### config.mk
export PLATFORM = sky130hd
export DESIGN_NAME = ir_tx_scheduler
export DESIGN_NICKNAME = d
export VERILOG_FILES = /design/src/rtl/ir_tx_scheduler.sv
export SDC_FILE = /design/constraint.sdc
export NUM_CORES = 1
export LEC_CHECK = 0
export CAP_MARGIN = 10
export CORE_MARGIN = 8
export CORE_UTILIZATION = 25
export CTS_BUF_LIST = sky130_fd_sc_hd__clkbuf_4 sky130_fd_sc_hd__clkbuf_8 sky130_fd_sc_hd__clkbuf_16
export DETAILED_ROUTE_END_ITERATION = 10
export DONT_BUFFER_PORTS = 1
export MAX_ROUTING_LAYER = met4
export PLACE_DENSITY = 0.45
export SYNTH_ARGS = -nofsm -noshare
export SYNTH_HDL_FRONTEND = slang
export SYNTH_SLANG_ARGS = --single-unit
### constraint.sdc
create_clock -name i_clk -period 2.6 [get_ports i_clk]
set_input_delay 0.52 -clock i_clk [delete_from_list [all_inputs] [get_ports i_clk]]
set_output_delay 0.52 -clock i_clk [all_outputs]
set_load 0.02 [all_outputs]
### src/rtl/ir_tx_scheduler.sv
// ir_tx_scheduler: periodic pack-strobe scheduler and bus/switch direction arbiter
// for the IR packet generator, with completion tracking and sticky error flags.
// Optional build macro: DIR_SANITIZE_EN -- clears contradictory direction bit
// pairs (right+left, backward+forward) in the word latched for each packet.
module ir_tx_scheduler #(
  parameter int unsigned PERIOD_CYCLES = 5000000,
  parameter int unsigned TX_TIMEOUT    = 4000000,
  parameter int unsigned HOLD_PACKETS  = 5
) (
  input  logic       i_clk,
  input  logic       i_rst_n,
  input  logic       i_enable,
  input  logic       i_bus_we,
  input  logic [3:0] i_bus_dir,
  input  logic [3:0] i_sw_dir,
  input  logic       i_pkt_done,
  input  logic       i_err_clr,
  output logic       o_pack_strobe,
  output logic [3:0] o_dir_state,
  output logic       o_busy,
  output logic       o_src_bus,
  output logic [7:0] o_pkt_count,
  output logic       o_overrun,
  output logic       o_timeout_err
);

  localparam logic [23:0] LP_PER_LAST = 24'(PERIOD_CYCLES - 1);
  localparam logic [23:0] LP_TO_LAST  = 24'(TX_TIMEOUT - 1);
  localparam logic [3:0]  LP_HOLD     = 4'(HOLD_PACKETS);

  typedef enum logic [1:0] {
    S_IDLE   = 2'd0,
    S_WAIT   = 2'd1,
    S_STROBE = 2'd2,
    S_TX     = 2'd3
  } state_t;

  state_t      r_state;
  state_t      w_state_nxt;
  logic [23:0] r_per_cnt;
  logic [23:0] r_to_cnt;
  logic [3:0]  r_bus_cmd;
  logic [3:0]  r_hold_cnt;
  logic        w_per_wrap;
  logic        w_latch;
  logic        w_pkt_end;
  logic        w_tmo;
  logic        w_ovr;
  logic [3:0]  w_sel_dir;
  logic        w_sel_src;
  logic [3:0]  w_hold_nxt;

  // Drop contradictory bit pairs when the sanitize build option is enabled.
  function automatic logic [3:0] sanitize_dir(input logic [3:0] dir);
    logic [3:0] res;
    res = dir;
`ifdef DIR_SANITIZE_EN
    if (dir[0] && dir[1]) res[1:0] = 2'b00;
    if (dir[2] && dir[3]) res[3:2] = 2'b00;
`endif
    return res;
  endfunction

  assign w_per_wrap = (r_per_cnt == LP_PER_LAST);

  // State register.
  always_ff @(posedge i_clk or negedge i_rst_n) begin
    if (!i_rst_n) r_state <= S_IDLE;
    else          r_state <= w_state_nxt;
  end

  // Next-state logic plus the single-cycle events (latch, packet end, timeout, overrun).
  always_comb begin
    w_state_nxt = r_state;
    w_latch     = 1'b0;
    w_pkt_end   = 1'b0;
    w_tmo       = 1'b0;
    w_ovr       = 1'b0;
    case (r_state)
      S_IDLE: begin
        if (i_enable) w_state_nxt = S_WAIT;
      end
      S_WAIT: begin
        if (!i_enable) begin
          w_state_nxt = S_IDLE;
        end else if (w_per_wrap) begin
          w_latch     = 1'b1;
          w_state_nxt = S_STROBE;
        end
      end
      S_STROBE: begin
        w_state_nxt = S_TX;
      end
      S_TX: begin
        // A slot that falls inside a packet is lost, not deferred.
        w_ovr = w_per_wrap;
        if (i_pkt_done) begin
          w_pkt_end = 1'b1;
        end else if (r_to_cnt == LP_TO_LAST) begin
          w_pkt_end = 1'b1;
          w_tmo     = 1'b1;
        end
        if (w_pkt_end) w_state_nxt = i_enable ? S_WAIT : S_IDLE;
      end
      default: w_state_nxt = S_IDLE;
    endcase
  end

  // Direction source selection; a write in the latch cycle itself takes priority.
  always_comb begin
    w_sel_dir  = i_sw_dir;
    w_sel_src  = 1'b0;
    w_hold_nxt = r_hold_cnt;
    if (i_bus_we) begin
      w_sel_dir  = i_bus_dir;
      w_sel_src  = 1'b1;
      w_hold_nxt = LP_HOLD - 4'd1;
    end else if (r_hold_cnt != 4'd0) begin
      w_sel_dir  = r_bus_cmd;
      w_sel_src  = 1'b1;
      w_hold_nxt = r_hold_cnt - 4'd1;
    end
  end

  // Period counter keeps the strobe grid; timeout counter measures age since the latch.
  always_ff @(posedge i_clk or negedge i_rst_n) begin
    if (!i_rst_n) begin
      r_per_cnt <= '0;
      r_to_cnt  <= '0;
    end else begin
      if (w_state_nxt == S_IDLE || w_per_wrap) r_per_cnt <= '0;
      else                                     r_per_cnt <= r_per_cnt + 24'd1;
      if (w_latch)                                    r_to_cnt <= '0;
      else if (r_state == S_STROBE || r_state == S_TX) r_to_cnt <= r_to_cnt + 24'd1;
    end
  end

  // Bus command store and remaining hold count for bus ownership.
  always_ff @(posedge i_clk or negedge i_rst_n) begin
    if (!i_rst_n) begin
      r_bus_cmd  <= '0;
      r_hold_cnt <= '0;
    end else begin
      if (i_bus_we) r_bus_cmd <= i_bus_dir;
      if (w_latch)       r_hold_cnt <= w_hold_nxt;
      else if (i_bus_we) r_hold_cnt <= LP_HOLD;
    end
  end

  // Registered outputs: strobe, latched direction, busy, packet count, sticky flags.
  always_ff @(posedge i_clk or negedge i_rst_n) begin
    if (!i_rst_n) begin
      o_pack_strobe <= 1'b0;
      o_dir_state   <= '0;
      o_src_bus     <= 1'b0;
      o_busy        <= 1'b0;
      o_pkt_count   <= '0;
      o_overrun     <= 1'b0;
      o_timeout_err <= 1'b0;
    end else begin
      o_pack_strobe <= w_latch;
      if (w_latch) begin
        o_dir_state <= sanitize_dir(w_sel_dir);
        o_src_bus   <= w_sel_src;
      end
      if (w_latch)        o_busy <= 1'b1;
      else if (w_pkt_end) o_busy <= 1'b0;
      if (r_state == S_STROBE) o_pkt_count <= o_pkt_count + 8'd1;
      // Set has priority over a simultaneous clear.
      if (w_ovr)          o_overrun <= 1'b1;
      else if (i_err_clr) o_overrun <= 1'b0;
      if (w_tmo)          o_timeout_err <= 1'b1;
      else if (i_err_clr) o_timeout_err <= 1'b0;
    end
  end

endmodule
== Word level (Yosys, flattened, before mapping) ==
Cells that the tools add are included.
Widths: inputs -> output; s select.

* Equal/unequal tests: 5
* Bitwise logic cells: 0
* Shifts and indexed selects: 0
* Divide/modulo/power cells: 0
* $add $sub $neg: 4
* Reductions and logical operators: 12
* $mul: 0
* Mux-type cells: 32
* $lt $le $gt $ge: 0

{| class="wikitable"
|+ Operator list
! operator !! count
|-
| $mux 24 || 3
|-
| $add 24x1->24 const B || 2
|-
| $eq 24x22->1 const B || 1
|-
| $eq 24x23->1 const B || 1
|-
| $mux 4 || 6
|-
| $mux 1 || 18
|-
| $reduce_bool 2->1 || 6
|-
| $add 8x1->8 const B || 1
|-
| $mux 2 || 4
|-
| $pmux 2 s4 || 1
|-
| $eq 2x2->1 const B || 2
|-
| $logic_not 2->1 || 2
|-
| $reduce_bool 4->1 || 1
|-
| $sub 4x1->4 const B || 1
|-
| $eq 2x1->1 const B || 1
|-
| $logic_or 1x1->1 || 2
|-
| $reduce_and 2->1 || 1
|}

* Bits in latches: 0
* Bits in registers: 75
* Output and inout port bits: 17
* Bits in writable memories: 0
* Input bits: 14
* Word-level logic and storage cells: 65
* Memories: 0
* Memory bits (read-only): 0

== Depth between registers and ports, before layout ==
Gate-level depths: netlist (run 1).

* Depth after elaboration: 9
* Mapped depth: 7

== Least setup slack after synthesis (run 1) ==
No wires, ideal clock.

* Kind: reg2reg
* Start: register r_per_cnt[0]
* End: register o_dir_state[3]
* Path slack: 0.694 ns
* Cell stages (with the launch flop): 7
* Data arrival time: 1.781 ns
* Data required time: 2.475 ns
* Path through: dfrtp_1 > ha_1 > clkbuf_1 > nand4_1 > nor3_2 > buf_2 > mux2_2

* Word-level cells in the longest chain between the ends: 4

{| class="wikitable"
|+ Ends and longest elaborated chain
! what !! line !! text
|-
| start: declaration || 40 || <nowiki>logic [23:0] r_per_cnt;</nowiki>
|-
| start signal: assignment || 132 || <nowiki>else r_per_cnt <= r_per_cnt + 24'd1;</nowiki>
|-
| $eq 24x23->1 || 64 || <nowiki>assign w_per_wrap = (r_per_cnt == LP_PER_LAST);</nowiki>
|-
| $mux 1 || 86 || <nowiki>end else if (w_per_wrap) begin</nowiki>
|-
| $mux 1 || 84 || <nowiki>if (!i_enable) begin</nowiki>
|-
| $mux 1 || 79 || <nowiki>case (r_state)</nowiki>
|-
| end signal: assignment || 163 || <nowiki>o_dir_state <= sanitize_dir(w_sel_dir);</nowiki>
|-
| end: declaration || 19 || <nowiki>output logic [3:0] o_dir_state,</nowiki>
|}

No other way between the ends.
A chain may end at the register's enable or synchronous reset.

== Final worst setup path (run 1) ==
* Start: register r_per_cnt[2]
* End: register r_to_cnt[0]

* Word-level cells in the longest chain between the ends: 5
* Elaborated cells between the ends (all ways): 6

{| class="wikitable"
|+ Ends and longest elaborated chain
! what !! line !! text
|-
| $eq 24x23->1 * || 64 ||
|-
| $mux 1 * || 86 ||
|-
| $mux 1 * || 84 ||
|-
| $mux 1 * || 79 ||
|-
| $mux 24 or $reduce_bool 2->1 (tied branches) || n/a ||
|-
| end signal: assignment || 134 || <nowiki>else if (r_state == S_STROBE || r_state == S_TX) r_to_cnt <= r_to_cnt + 24'd1;</nowiki>
|-
| end: declaration || 41 || <nowiki>logic [23:0] r_to_cnt;</nowiki>
|}

Every way passes the cells marked *; elsewhere a longest branch is shown, timed or not.

==> flow_summary.yaml, run 1 <==
sta:
  finalCritPeriodShare: 0.820
  slew_headroom: 0.452
  rsz0062_at_grt: "no"
  fmax_ghz: 0.469
  tightest_slew_ns: 0.821
  timing.final.hold_violations: 0
  finalSetupTns_ns: 0
  maxSlewViolCount: 0
  hold_slack_ns: 0.0771
  fin_skew_ns: 0.00962
  min_period_ns: 2.13
  setup_viol: 0
floorplanning:
  die_x_um: 142
  boundaryPins: 31
  rows: 46
  start_util: 0.253
  core_area_um2: 15700
  die_area_um2: 20200
  die-height_um: 142
worst_setup_path:
  worstSetupPathType: "flop to flop"
  cp_slowest_cell: "dfrtp_1"
  path_cells: "and4_2 > nand4_1 > nor3_4 > buf_4 > o21ai_0"
  slowest_delay_ns: 0.45
  arrival_ns: 2.34
  cp.required_ns: 2.81
  critPathMaxFanout: 26
  critPathLaunchType: "flop"
  endpoint_kind: "flop"
logic_synthesis:
  yosysSeqAreaShare: 0.473
  synth_area_per_cell_um2: 9.97
  syn_inst: 398
  yosysMostFrequentCell: "dfrtp_1"
  yosysUniqueCellTypes: 59
  syn_nets: 416
  synth_flop_cell: "dfrtp_1"
  synth_top_cells_by_count: "dfrtp_1 (75), nand2_1 (29), nand3_1 (22), o21ai_0 (22), nor2_1 (21)"
  synth_edf_count: 0
  ys_top_cells_by_area: "dfrtp_1 (47%), xor2_1 (3.5%), xnor2_1 (3.1%), nand3_1 (2.8%), o21ai_0 (2.8%)"
  yosysWarnings: 0
  synth_area_um2: 3970
  synth.top_cell.area_share: 0.473
  async_flop_share: 1.00
  yosys.area.top_type: "dfrtp_1"
  synth-seq-cells: 75
cts:
  numClockSinks: 75
  htree_levels: 3
  cts_tree: "yes"
  numCtsBuffers: 9
  path_clk_slew_ns: 0.06
  postCtsSetupBuffers: 0
  cts_resized: 0
  clockBufferDepth: 2
  clock_latency_ns: 0.34
  cts-root-buf: "clkbuf_16"
  ctsHoldBuffers: 1
power:
  p_sw_frac: 0.197
  ir_drop_mv: 0.327
  p_int_mw: 2.18
  p_per_area_nw_per_um2: 593
  p_comb_frac: 0.022
  p_leak_nw: 1.76
  pwr-share-clk: 0.540
  seqPwrFrac: 0.437
  p_switching_mw: 0.535
place:
  gp_congestion: 0.808
  dp_hpwl_um: 6290
  place.port_buffers: 0
layout:
  utilization: 0.291
  drive_gt1_frac: 0.102
  fin_nets: 416
  n_fill_cell: 1651
  area_delta_synth_final_pct: 15.3
  antennaDiodeCount: 0
run_status:
  status: "finished clean"
global_routing:
  grt_pass1_wl_um: 16100
  grt_max_degree: 76
  grt_overflow_total: 0
  grt_pass1_vias: 3052
  grtUsageTotal: 0.104
  antenna_found_initial: 0
routing:
  remaining_drc_errors: 0
  vias: 3036
  wire_per_inst_um: 15.0
  drt_iter0_markers: 188
  firstDrtPassIters: 4
  routed_wl_um: 9300
  antenna_violating_nets_post_route: 0
  viasPerCell: 4.90
job:
  max_cap_violations: 0
worst_hold_path:
  hp-class: "input pin to asynchronous set/reset pin"
[final timing paths]
kind	end	cells past startpoint	start	slack (ns)
worst min register to register	r_per_cnt[0]	1	r_per_cnt[0]	0.52
min in group i_clk	r_bus_cmd[2]	1	i_bus_we	0.27
worst min-delay path	r_per_cnt[0]	1	i_rst_n	0.08
worst max register to register	r_to_cnt[0]	5	r_per_cnt[2]	0.47
worst max-delay path	r_to_cnt[0]	5	r_per_cnt[2]	0.47
max in group asynchronous	o_pkt_count[6]	1	i_rst_n	2.23
[power by group through the flow]
| stage | logic [mW] | registers [mW] | clock network (mW) |
|---|---|---|---|
| 6_report | 0.0610 | 1.19 | 1.47 |
| 5_1_grt | 0.0734 | 1.19 | 1.55 |
| 4_1_cts | 0.0650 | 1.19 | 1.51 |
| 3_5_place_dp | 0.0351 | 1.21 | 0 |
| 3_3_place_gp | 0.0349 | 1.21 | 0 |
| 2_1_floorplan | 0.0330 | 1.21 | 0 |
[registers in the layout, indices dropped and copies added, names as in the netlist]
register and count:
o_src_bus 1, r_to_cnt 24, o_busy 1, r_per_cnt 24, o_dir_state 4, r_bus_cmd 4, r_hold_cnt 4, o_pkt_count 8
r_state 2, o_overrun 1, o_pack_strobe 1, o_timeout_err 1
[worst max-delay path, delay by kind of cell (launching register included)]
| kind | cells | cell delay [ns] |
|---|---|---|
| AND/OR/NAND/NOR | 3 | 1.03 |
| flip-flops | 1 | 0.45 |
| buffers and inverters | 1 | 0.38 |
| AO/OA/AOI/OAI | 1 | 0.14 |
[cell type report]
cell class / count / area [um2] / share of cell area
multi-input cells: 291 / 1950 / 0.426
flip-flops and latches: 75 / 1880 / 0.410
well taps: 216 / 270 / 0.0590
clock buffers: 12 / 254 / 0.0555
clock inverters: 4 / 97.6 / 0.0213
repair buffers: 8 / 80.1 / 0.0175
inverters: 13 / 48.8 / 0.0107
[routing by layer]
| metal | global-route usage | vias to the layer above | part of all wire |
|---|---|---|---|
| li1 | - | 1474 | - |
| met1 | 0.128 | 1509 | 0.47 |
| met2 | 0.153 | 37 | 0.45 |
| met3 | 0.0315 | 16 | 0.054 |
| met4 | 0.0526 | 0 | 0.021 |
| met5 | - | - | 0 |
[through the flow]
stage / setup slack [ns] / cell area (um2) / std cells / power (mW)
after floorplan: 0.694 / 3970 / 398 / 1.24
after global placement: 0.503 / 4200 / 602 / 1.24
after detailed placement: 0.444 / 4200 / 602 / 1.24
after CTS: 0.444 / 4580 / 619 / 2.76
after global routing: 0.263 / 4580 / 619 / 2.81
final: 0.469 / 4580 / 619 / 2.72
[cell usage in the layout, fill, tap and decap left out, drive strengths merged, types with 2 or more instances in the layout]
cell type and instances:
nand2b 4, ha 4, xnor2 14, nand4 17, nor3 7, bufinv 3, a22oi 6, or3 12
and4b 2, inv 13, nor4b 7, nor2b 3, clkbuf 12, or4 9, nor4bb 2, and3 6
and2 7, mux2 8, buf 8, a211oi 10, a21oi 17, nor2 21, dfrtp 75, xor2 16
mux2i 6, nor4 4, o31ai 9, a2bb2oi 2, nor3b 2, o21ai 22, and4 7, nand2 29
nand3 22
[cell families (layout without fill, tap and decap cells)]
kind of cell / after synthesis / in the layout / synth area share
and+or+nand+nor: 164 / 164 / 0.241
AOI/OAI and AO/OA: 79 / 79 / 0.132
adders and majority gates: 4 / 4 / 0.0126
xor gates and xnor gates: 30 / 30 / 0.0662
buffers and inverters: 32 / 37 / 0.0375
DFF: 75 / 75 / 0.473
muxes: 14 / 14 / 0.0378
Power figures use the tool's default switching activity.
==> inputs of run 2 (changes only) <==
Clock period 2.6 ns to 2.06 ns, I/O delays scaled along.
==> flow_summary.yaml, run 2 (synthesis gave the netlist of run 1 again) <==
worst_setup_path:
  cp_slowest_cell: "dfrtp_1"
  critPathTopFamily: "simple AND/OR/NAND/NOR gates"
  path_cells: "nor4bb_1 > nand4_1 > nor3_1 > mux2_2"
  path_buf_inv: 0
  endpoint_kind: "flop"
  critPathLaunchType: "flop"
  critPathMaxFanout: 7
  cp.required_ns: 2.28
  slowest_delay_ns: 0.47
  worstSetupPathType: "flop to flop"
  arrival_ns: 2.18
global_routing:
  grt_max_degree: 76
  grtUsageTotal: 0.101
  grt_pass1_vias: 3095
  antenna_found_initial: 0
  grt_pass1_wl_um: 16000
  grt_overflow_total: 0
cts:
  postCtsSetupBuffers: 0
  numCtsBuffers: 9
  htree_levels: 3
  cts_tree: "yes"
  clockBufferDepth: 2
  clock_latency_ns: 0.33
  path_clk_slew_ns: 0.06
  numClockSinks: 75
  cts-root-buf: "clkbuf_16"
power:
  p_leak_nw: 1.80
  p_per_area_nw_per_um2: 663
  ir_drop_mv: 0.271
sta:
  finalSetupTns_ns: 0
  timing.final.hold_violations: 75
  setup_viol: 0
  rsz0062_at_grt: "no"
  fin_skew_ns: 0.00880
  fmax_ghz: 0.509
  tightest_slew_ns: 0.517
  finalCritPeriodShare: 0.954
  hold_slack_ns: -0.218
  slew_headroom: 0.655
  min_period_ns: 1.96
  maxSlewViolCount: 0
routing:
  antenna_violating_nets_post_route: 0
  routed_wl_um: 9560
  drt_iter0_markers: 253
  viasPerCell: 4.92
  remaining_drc_errors: 0
  firstDrtPassIters: 4
  vias: 3110
  wire_per_inst_um: 15.1
floorplanning:
  core_area_um2: 15700
  die_x_um: 142
  die-height_um: 142
  boundaryPins: 31
  start_util: 0.253
  die_area_um2: 20200
  rows: 46
place:
  gp_congestion: 0.789
  place.port_buffers: 0
  dpl-instance-area_um2: 4340
  dp_hpwl_um: 6700
layout:
  drive_gt1_frac: 0.132
  layout_commonest_cell: "dfrtp_1"
  biggestRegsByFlops: "r_per_cnt: 24 flops, r_to_cnt: 24 flops, o_pkt_count: 8 flops"
  fin_area_um2: 4630
  final_cell_mix: "dfrtp_1 (75), nand2_1 (29), nand3_1 (22), o21ai_0 (22)"
  area_delta_synth_final_pct: 16.8
  fin_nets: 431
  antennaDiodeCount: 0
  n_fill_cell: 1640
job:
  max_cap_violations: 0
run_status:
  status: "complete, but fails checks"
  violations: "negative hold slack"
worst_hold_path:
  hp-class: "input pin to asynchronous set/reset pin"
-- run 2: cell count changes in the layout (fill, tap and decap cells not counted) --
cell	before	now
or4_1	8	7
nor3b_2	1	0
buf_12	0	2
buf_16	1	0
buf_4	7	21
nor3b_4	0	1
bufinv_16	3	1
clkbuf_8	1	0
clkbuf_4	2	0
clkinv_2	0	2
clkinv_4	0	1
or4_4	1	2
-- run 2: final cells by class --
class	instances	area [um2]	area share
tap	216	270	0.0583
inverter	13	48.8	0.0105
timing repair buffer	23	198	0.0427
clock inverter	5	56.3	0.0121
multi-input combinational	291	1960	0.423
clock buffer	9	225	0.0486
sequential	75	1880	0.405
-- run 2: metrics by stage --
stage                     power, mW  cells  setup WS (ns)   util
after floorplan                1.56    398          0.154      -
after global placement         1.58    618          0.106  0.276
after detailed placement       1.58    618         0.0831  0.276
after CTS                      3.12    632         0.0701  0.294
after global routing           3.19    632        0.00995  0.295
final                          3.07    632         0.0951  0.295
-- run 2: path summary, 6_finish.rpt --
| kind | start | to | slack, ns | cells past startpoint |
|---|---|---|---|---|
| max | r_per_cnt[6] | r_hold_cnt[3] | 0.1 | 4 |
| min | i_rst_n | r_per_cnt[5] | -0.22 | 0 |
| max reg2reg | r_per_cnt[6] | r_hold_cnt[3] | 0.1 | 4 |
| min reg2reg | r_per_cnt[0] | r_per_cnt[0] | 0.52 | 1 |
| max in group asynchronous | i_rst_n | r_per_cnt[20] | 2.16 | 0 |
| min in group i_clk | i_bus_we | r_bus_cmd[2] | 0.18 | 1 |
-- run 2: timing repair --
item | in CTS | in global routing
endpoints found under the hold margin | 75 | 75
endpoints found under the setup margin | 0 | 5
gates resized for setup | 0 | 2
-- run 2: power breakdown --
| part | internal [mW] | total, mW | switching, mW |
|---|---|---|---|
| clock | 0.921 | 1.52 | 0.600 |
| combinational | 0.0227 | 0.0533 | 0.0305 |
| sequential | 1.49 | 1.50 | 0.0116 |
-- run 2: metal layers --
metal / vias up / track usage / share of wire
li1: 1498 / - / -
met1: 1539 / 0.130 / 0.47
met2: 66 / 0.151 / 0.47
met3: 7 / 0.0278 / 0.056
met4: 0 / 0.0345 / 0.0082
met5: - / - / 0
==> inputs of run 3 (changes only) <==
Clock period 2.06 ns to 1.95 ns, I/O delays scaled along.
==> flow_summary.yaml, run 3 (synthesis gave the netlist of run 1 again) <==
cts:
  cts-root-buf: "clkbuf_16"
  clock_latency_ns: 0.34
  numClockSinks: 75
  htree_levels: 3
  cts_tree: "yes"
  numCtsBuffers: 9
  clockBufferDepth: 2
  path_clk_slew_ns: 0.06
layout:
  fin_area_um2: 4890
  layout_commonest_cell: "dfrtp_1"
  biggestRegsByFlops: "r_per_cnt: 24 flops, r_to_cnt: 24 flops, o_pkt_count: 8 flops"
  utilization: 0.311
  drive_gt1_frac: 0.205
  stdcell_count: 655
  fin_nets: 452
  antennaDiodeCount: 0
  final_cell_mix: "dfrtp_1 (72), buf_4 (41), nand2_1 (29)"
  area_delta_synth_final_pct: 23.3
run_status:
  violations: "negative hold slack"
  status: "complete, but fails checks"
global_routing:
  met3_usage: 0.0242
  grt_overflow_total: 0
  grt_pass1_wl_um: 17100
  grt_use_met1: 0.135
  grtUsageTotal: 0.110
  grt_max_degree: 76
  grt.busiest_layer: "met2"
  use_met2: 0.169
  antenna_found_initial: 0
  grt_pass1_vias: 3279
sta:
  tightest_slew_ns: 0.517
  timing.final.hold_violations: 75
  finalCritPeriodShare: 0.958
  min_period_ns: 1.87
  fmax_ghz: 0.536
  setup_viol: 0
  setup_ws_ns: 0.0829
  finalSetupTns_ns: 0
  fin_skew_ns: 0.00484
  hold_slack_ns: -0.247
  maxSlewViolCount: 0
  slew_headroom: 0.651
worst_setup_path:
  critPathTopFamily: "simple AND/OR/NAND/NOR gates"
  cp.required_ns: 2.19
  cp.depth: 5
  endpoint_kind: "flop"
  cp_slowest_cell: "or4_1"
  r2r_slack_ns: 0.08
  slowest_delay_ns: 0.50
  path_buf_inv: 0
  critPathLaunchType: "flop"
  ff2ff_path_depth: 5
  arrival_ns: 2.11
  crit_path_start: "r_per_cnt[0]"
  critPathMaxFanout: 6
  worstReg2RegStart: "r_per_cnt[0]"
  worstSetupPathType: "flop to flop"
  path_cells: "ha_1 > and2_1 > nand2_1 > or4_1 > a221oi_1"
routing:
  viasPerCell: 4.89
  drt_iter0_markers: 173
  remaining_drc_errors: 0
  routed_wl_um: 10000
  wire_per_inst_um: 15.3
  firstDrtPassIters: 6
  antenna_violating_nets_post_route: 0
  vias: 3203
power:
  p_sw_frac: 0.207
  p_comb_frac: 0.018
  p_per_area_nw_per_um2: 661
  pwr-share-clk: 0.493
  p_leak_nw: 1.94
  seqPwrFrac: 0.489
  p_int_mw: 2.57
  p_switching_mw: 0.669
  ir_drop_mv: 0.455
floorplanning:
  rows: 46
  core_area_um2: 15700
  start_util: 0.253
  die_x_um: 142
  die-height_um: 142
  boundaryPins: 31
  die_area_um2: 20200
worst_hold_path:
  hp-class: "input pin to asynchronous set/reset pin"
place:
  place.port_buffers: 0
  dpl-instance-area_um2: 4490
  gp_congestion: 0.775
  place_ws_ns: -0.136
  dp_hpwl_um: 7050
  dp_cells: 637
job:
  max_cap_violations: 0
-- run 3: path summary, 6_finish.rpt --
path / end
min: r_to_cnt[17]
min reg2reg: r_bus_cmd[0]
max in group asynchronous: r_per_cnt[13]
min in group i_clk: o_timeout_err
max: r_per_cnt[22]
max reg2reg: r_per_cnt[22]
-- run 3: per-layer routing --
layer  wire [um]  part of all wire  vias up
li1            -                 -     1550
met1        4680              0.47     1595
met2        4690              0.47       44
met3         422             0.042       14
met4         201             0.020        0
met5           0                 0        -
-- run 3: what timing repair did --
item,CTS,global route
gates resized for setup,3,15
setup endpoints to repair,7,32
endpoints found under the hold margin,75,75
pin swaps,0,4
gates cloned,0,1
setup buffers,0,1
-- run 3: cell type report --
class	instances	area [um2]
clock buffers	14	275
clock inverters	2	10.0
fillers	1616	10800
inverters	13	48.8
multi-input cells	292	2060
flip-flops and latches	75	1880
well taps	216	270
repair buffers	43	348
-- run 3: power by group through the flow --
| stage | Sequential (mW) | Combinational (mW) | Clock (mW) |
|---|---|---|---|
| floorplan | 1.61 | 0.0440 | 0 |
| global placement | 1.61 | 0.0584 | 0 |
| detailed placement | 1.61 | 0.0592 | 0 |
| CTS | 1.58 | 0.0594 | 1.65 |
| global route | 1.58 | 0.0667 | 1.71 |
| finish | 1.58 | 0.0584 | 1.59 |
-- run 3: metrics by stage --
step                      hold slack, ns  total power, mW
after CTS                         -0.264             3.29
after floorplan                   0.0944             1.65
after global routing              -0.261             3.36
after global placement             0.103             1.67
final                             -0.247             3.23
after detailed placement           0.103             1.67
